==> config.mk <==
export PLATFORM = sky130hd
export DESIGN_NAME = adi_spi_init_sequencer
export DESIGN_NICKNAME = d
export VERILOG_FILES = /design/src/rtl/adi_spi_init_sequencer.sv
export SDC_FILE = /design/constraint.sdc
export NUM_CORES = 1
export LEC_CHECK = 0
export BUFFER_PORTS_ARGS = -buffer_cell sky130_fd_sc_hd__buf_2
export CELL_PAD_IN_SITES_DETAIL_PLACEMENT = 0
export CELL_PAD_IN_SITES_GLOBAL_PLACEMENT = 1
export CORE_MARGIN = 5
export CORE_UTILIZATION = 44
export CTS_CLUSTER_SIZE = 40
export DETAILED_ROUTE_END_ITERATION = 10
export GPL_TIMING_DRIVEN = 0
export MAX_ROUTING_LAYER = met4
export PLACE_DENSITY = 0.89
export SETUP_SLACK_MARGIN = 0.02
export SYNTH_ARGS = -nofsm -noshare
export SYNTH_HDL_FRONTEND = slang
export SYNTH_SLANG_ARGS = --single-unit
==> constraint.sdc <==
create_clock -name clk -period 4.6 [get_ports clk]
set_clock_uncertainty 0.05 [all_clocks]
set_input_delay 0.92 -clock clk [delete_from_list [all_inputs] [get_ports clk]]
set_output_delay 0.92 -clock clk [all_outputs]
set_load 0.05 [all_outputs]
==> src/rtl/adi_spi_init_sequencer.sv <==
// adi_spi_init_sequencer: replays a register init table through an adi_spi_driver_7_8bit
// user port after power-up, then arbitrates single host reads/writes onto the same driver.
module adi_spi_init_sequencer #(
    parameter int                     NUM_REGS     = 8,
    parameter logic [NUM_REGS*16-1:0] INIT_TABLE   = '0,
    parameter int                     POWERUP_WAIT = 1000,
    parameter int                     TIMEOUT_CYC  = 4096
) (
    input  logic       clk,
    input  logic       rst,
    input  logic       start,
    output logic       init_busy,
    output logic       init_done,
    output logic       init_err,
    output logic [7:0] err_index,
    output logic [1:0] err_code,
    input  logic       host_wr_en,
    input  logic [6:0] host_wr_addr,
    input  logic [7:0] host_wr_data,
    input  logic       host_rd_en,
    input  logic [6:0] host_rd_addr,
    output logic [7:0] host_rd_data,
    output logic       host_rd_vld,
    output logic       host_wr_vld,
    output logic       host_busy,
    output logic       drv_wr_en,
    output logic [6:0] drv_wr_addr,
    output logic [7:0] drv_wr_data,
    output logic       drv_rd_en,
    output logic [6:0] drv_rd_addr,
    input  logic [7:0] drv_rd_data,
    input  logic       drv_busy,
    input  logic       drv_wr_vld,
    input  logic       drv_rd_vld
);
    typedef enum logic [3:0] {
        IDLE, PWR_WAIT, WR_ISSUE, WR_WAIT, RD_ISSUE, RD_WAIT, CHECK, NEXT,
        H_WR_WAIT, H_RD_WAIT, TIMEOUT
    } state_t;

    // Padding the table to the full 8-bit index range keeps the entry select in range.
    localparam logic [4095:0] TBL = 4096'(INIT_TABLE);

    state_t      state, state_nxt;
    logic [31:0] cnt;
    logic [7:0]  idx, rd_q;
    logic [15:0] entry;
    logic        tmo, last, pwr_done;

    assign entry     = TBL[{idx, 4'h0} +: 16];
    assign tmo       = cnt == 32'(TIMEOUT_CYC - 1);
    assign pwr_done  = cnt + 32'd1 >= 32'(POWERUP_WAIT);
    assign last      = idx == 8'(NUM_REGS - 1);
    assign host_busy = (state != IDLE) | drv_busy;

    always_comb begin
        state_nxt   = state;
        drv_wr_en   = 1'b0;
        drv_rd_en   = 1'b0;
        drv_wr_addr = '0;
        drv_wr_data = '0;
        drv_rd_addr = '0;
        case (state)
            IDLE:
                if (start) state_nxt = PWR_WAIT;
                else if (!drv_busy && host_wr_en) begin
                    drv_wr_en   = 1'b1;
                    drv_wr_addr = host_wr_addr;
                    drv_wr_data = host_wr_data;
                    state_nxt   = H_WR_WAIT;
                end else if (!drv_busy && host_rd_en) begin
                    drv_rd_en   = 1'b1;
                    drv_rd_addr = host_rd_addr;
                    state_nxt   = H_RD_WAIT;
                end
            PWR_WAIT: state_nxt = pwr_done ? WR_ISSUE : PWR_WAIT;
            WR_ISSUE:
                if (!drv_busy) begin
                    drv_wr_en   = 1'b1;
                    drv_wr_addr = entry[14:8];
                    drv_wr_data = entry[7:0];
                    state_nxt   = WR_WAIT;
                end else if (tmo) state_nxt = TIMEOUT;
            WR_WAIT:   state_nxt = drv_wr_vld ? (entry[15] ? RD_ISSUE : NEXT) : tmo ? TIMEOUT : WR_WAIT;
            RD_ISSUE:
                if (!drv_busy) begin
                    drv_rd_en   = 1'b1;
                    drv_rd_addr = entry[14:8];
                    state_nxt   = RD_WAIT;
                end else if (tmo) state_nxt = TIMEOUT;
            RD_WAIT:   state_nxt = drv_rd_vld ? CHECK : tmo ? TIMEOUT : RD_WAIT;
            CHECK:     state_nxt = (rd_q == entry[7:0]) ? NEXT : IDLE;
            NEXT:      state_nxt = last ? IDLE : WR_ISSUE;
            H_WR_WAIT: state_nxt = drv_wr_vld ? IDLE : tmo ? TIMEOUT : H_WR_WAIT;
            H_RD_WAIT: state_nxt = drv_rd_vld ? IDLE : tmo ? TIMEOUT : H_RD_WAIT;
            TIMEOUT:   state_nxt = IDLE;
            default:   state_nxt = IDLE;
        endcase
    end

    // The operation counter runs across an ISSUE state and its WAIT state.
    always_ff @(posedge clk) begin
        if (rst) begin
            state <= IDLE;
            cnt   <= '0;
        end else begin
            state <= state_nxt;
            cnt   <= (state_nxt != state && state_nxt != WR_WAIT && state_nxt != RD_WAIT) ? '0 : cnt + 32'd1;
        end
    end

    always_ff @(posedge clk) begin
        if (rst) begin
            init_busy    <= 1'b0;
            init_done    <= 1'b0;
            init_err     <= 1'b0;
            err_index    <= '0;
            err_code     <= '0;
            idx          <= '0;
            rd_q         <= '0;
            host_rd_data <= '0;
            host_rd_vld  <= 1'b0;
            host_wr_vld  <= 1'b0;
        end else begin
            host_wr_vld <= state == H_WR_WAIT && drv_wr_vld;
            host_rd_vld <= state == H_RD_WAIT && drv_rd_vld;
            if (state == H_RD_WAIT && drv_rd_vld) host_rd_data <= drv_rd_data;
            if (state == RD_WAIT && drv_rd_vld) rd_q <= drv_rd_data;
            if (state == IDLE && start) begin
                init_done <= 1'b0;
                init_err  <= 1'b0;
                err_code  <= '0;
                idx       <= '0;
                init_busy <= 1'b1;
            end
            if (state == CHECK && rd_q != entry[7:0]) begin
                init_err  <= 1'b1;
                err_code  <= 2'b01;
                err_index <= idx;
                init_busy <= 1'b0;
            end
            if (state == NEXT) begin
                if (last) begin
                    init_done <= 1'b1;
                    init_busy <= 1'b0;
                end else idx <= idx + 8'd1;
            end
            // Only an init-sequence timeout is reported; host timeouts just free the port.
            if (state == TIMEOUT && init_busy) begin
                init_err  <= 1'b1;
                err_code  <= 2'b10;
                err_index <= idx;
                init_busy <= 1'b0;
            end
        end
    end
endmodule

==> impl_metrics.json <==
{
  "setup_tns_ns": 0,
  "fillCellCount": 932,
  "avgSynthCellArea_um2": 8.36,
  "irDropWorstVdd_v": 0.000184,
  "critPathArrivalTime_ns": 3.88,
  "syn_to_final_growth_pct": 17.9,
  "gp_congestion": 0.896,
  "cts_made_buffers": 9,
  "drive_gt1_share_pct": 24.8,
  "power_uw": 1390,
  "cts_setup_buffers": 0,
  "yosysSeqAreaShare_pct": 33.9,
  "synth.yosys.warnings": 0,
  "synth_top_area_cell": "dfxtp_1",
  "ys.flop_type": "dfxtp_1",
  "htreeDepth": 3,
  "clock_latency_ns": 0.35,
  "path_clk_slew_ns": 0.08,
  "worst_pin_slew_ns": 1.25,
  "rsz0062_at_grt": "false",
  "path_cells": "ha_1 -> clkbuf_1 -> nand2_1 -> nor4_2 -> nand3_1 -> xor2_1 -> nor4b_2 -> nand4_1 -> o311a_4 -> buf_6 -> nor3_2",
  "synth_common_cells": "dfxtp_1 (75), nor2_1 (48), nand2_1 (40), nor3_2 (31), nand3_1 (28)",
  "hold_class": "register to register",
  "grt_max_degree": 15,
  "critPathRequiredTime_ns": 4.83,
  "path_max_fanout": 10,
  "ant_nets": 0,
  "synthArstFlopShare_pct": 0,
  "vias": 4163,
  "relSlewSlack_pct": 15.9,
  "routed_via_density": 5.46,
  "clock.fmax_mhz": 274,
  "hold_viol": 0,
  "crit_type": "register to register",
  "cts_sinks": 75,
  "die_area_um2": 12200,
  "grt_pass1_wl_um": 18200,
  "wl_um": 11300,
  "crit_path_start_kind": "register",
  "track_usage_pct": 19.3,
  "maxCapViolCount": 0,
  "num_antenna_cells": 0,
  "grt_antenna_before_repair": 0,
  "synth-edff-count": 0,
  "dp_hpwl_um": 8600,
  "synth_cells": 530,
  "final_max_slew_viol_count": 0,
  "yosys-top-cells-area": "dfxtp_1 (34%), nor3_2 (7.0%), xnor2_1 (4.5%), nor2_1 (4.1%), and2_1 (3.7%)",
  "outcome": "finished, final reports clean",
  "port_buffers": 83,
  "initial_utilization_pct": 45.3,
  "post-route-min-period_ns": 3.65,
  "drc": 0,
  "cts_tree": "yes",
  "crit_path_end_kind": "register",
  "netlist.area_leader.share_pct": 33.9,
  "grt_pass1_vias": 3853,
  "die_width_um": 110,
  "synth.most_common_cell": "dfxtp_1",
  "clock_path_buffers": 2,
  "timing.final.crit_share_pct": 79.4,
  "instances_no_fill": 762,
  "multi_input_area_um2": 2710,
  "core_area_um2": 9770,
  "io_pins": 86,
  "p_leak_uw": 0.00204,
  "syn-cell-area_um2": 4430,
  "crit_path_top_delay_cell": "nor4_2",
  "wl_per_cell_um": 14.8,
  "hold_buffers": 0,
  "dieHeight_um": 110,
  "cts_root_buf": "clkbuf_8",
  "drt_iter0_drc": 255,
  "power_density_nw_per_um2": 266,
  "setup_viol": 0,
  "post_cts_resized": 0,
  "synth.net_count": 570,
  "rows": 36,
  "drt_first_pass_iters": 4,
  "yosys_register_bits": 75,
  "grt-ovfl-total": 0,
  "slowest_delay_ns": 0.71,
  "yosysUniqueCellTypes": 60,
  "dp_cells": 746,
  "regArea_um2": 1500,
  "final_nets": 664
}
## placed cells by master, fill, tap and decap left out, types with 3 or more instances in the layout
| master | instances |
|---|---|
| a31o_2 | 3 |
| nand2b_1 | 6 |
| nor2_1 | 48 |
| nor4b_1 | 5 |
| o21bai_1 | 3 |
| a211oi_1 | 4 |
| nand3b_1 | 5 |
| nor2b_1 | 3 |
| inv_6 | 3 |
| nand4_1 | 13 |
| or4_1 | 3 |
| or3_1 | 3 |
| dfxtp_1 | 75 |
| xor2_1 | 15 |
| buf_2 | 88 |
| nand2_1 | 40 |
| and3_1 | 13 |
| nor4_1 | 12 |
| a21oi_1 | 24 |
| and4_1 | 4 |
| xnor2_1 | 23 |
| buf_6 | 4 |
| o22ai_1 | 3 |
| nor3_2 | 31 |
| and2_1 | 26 |
| clkbuf_1 | 27 |
| mux2i_1 | 16 |
| nand4b_1 | 3 |
| nor3b_1 | 7 |
| nor3_1 | 14 |
| o21a_1 | 4 |
| clkbuf_8 | 10 |
| nand3_1 | 28 |
| a31oi_1 | 7 |
| inv_1 | 9 |
| o21ai_0 | 10 |
## worst max-delay path, delay by kind of cell, from the launching register on
family	cells	cell delay, ns
simple gates	6	1.68
flops	1	0.49
buf+inv	2	0.46
compound gates	1	0.45
xor+xnor	1	0.23
fa+ha+maj	1	0.19
## cell families (layout without fill, tap and decap cells)
group | after synthesis | in the layout | share of synthesized area [%]
AND/OR/NAND/NOR | 275 | 275 | 37.6
flip-flops | 75 | 75 | 33.9
XOR/XNOR | 38 | 38 | 7.51
buffers and inverters | 47 | 146 | 4.97
adder cells (fa/ha/maj) | 2 | 2 | 0.565
AO/OA/AOI/OAI | 76 | 76 | 11.6
multiplexers | 17 | 17 | 3.87
## report_power, final
part	switching, uW	total [uW]	internal, uW
Clock	267	538	271
Sequential	7.65	663	655
Combinational	130	188	58.8
## state kept, by name, summed over array words and instances, names as in the netlist
register and count:
err_index 8, init_err 1, host_rd_data 8, rd_q 8, cnt 32, host_wr_vld 1, init_done 1, host_rd_vld 1
init_busy 1, err_code 2, state 4, idx 8
## final timing paths
path	end	start	slack, ns	depth (start not counted)
max	cnt[20]	cnt[0]	0.95	11
min	rd_q[3]	rd_q[3]	0.41	2
max reg2reg	cnt[20]	cnt[0]	0.95	11
min reg2reg	rd_q[3]	rd_q[3]	0.41	2
## through the flow
step	instance area, um^2	setup WS (ns)	hold WS (ns)	util (%)
4_1_cts	5220	0.934	0.411	53.4
6_report	5220	0.948	0.412	53.4
5_1_grt	5220	0.560	0.427	53.4
3_3_place_gp	5010	0.990	0.394	51.3
3_5_place_dp	5010	0.980	0.400	51.3
2_1_floorplan	4430	0.865	0.386	-
## cell type report
type | count | share of cell area, %
tap | 133 | 3.19
inverter | 9 | 0.647
buffer | 38 | 3.57
clock inverter | 6 | 1.37
clock buffer | 10 | 2.64
timing repair buffer | 83 | 7.96
multi-input combinational | 408 | 51.9
sequential | 75 | 28.8
## layer usage
| metal | global-route usage, % | wire length [um] | vias to the layer above |
|---|---|---|---|
| li1 | - | - | 2099 |
| met3 | 4.78 | 771 | 11 |
| met5 | - | 0 | - |
| met4 | 4.66 | 108 | 0 |
| met1 | 23.6 | 5010 | 1934 |
| met2 | 31.9 | 5380 | 119 |
Note: power is estimated with default switching activity, not from simulation.
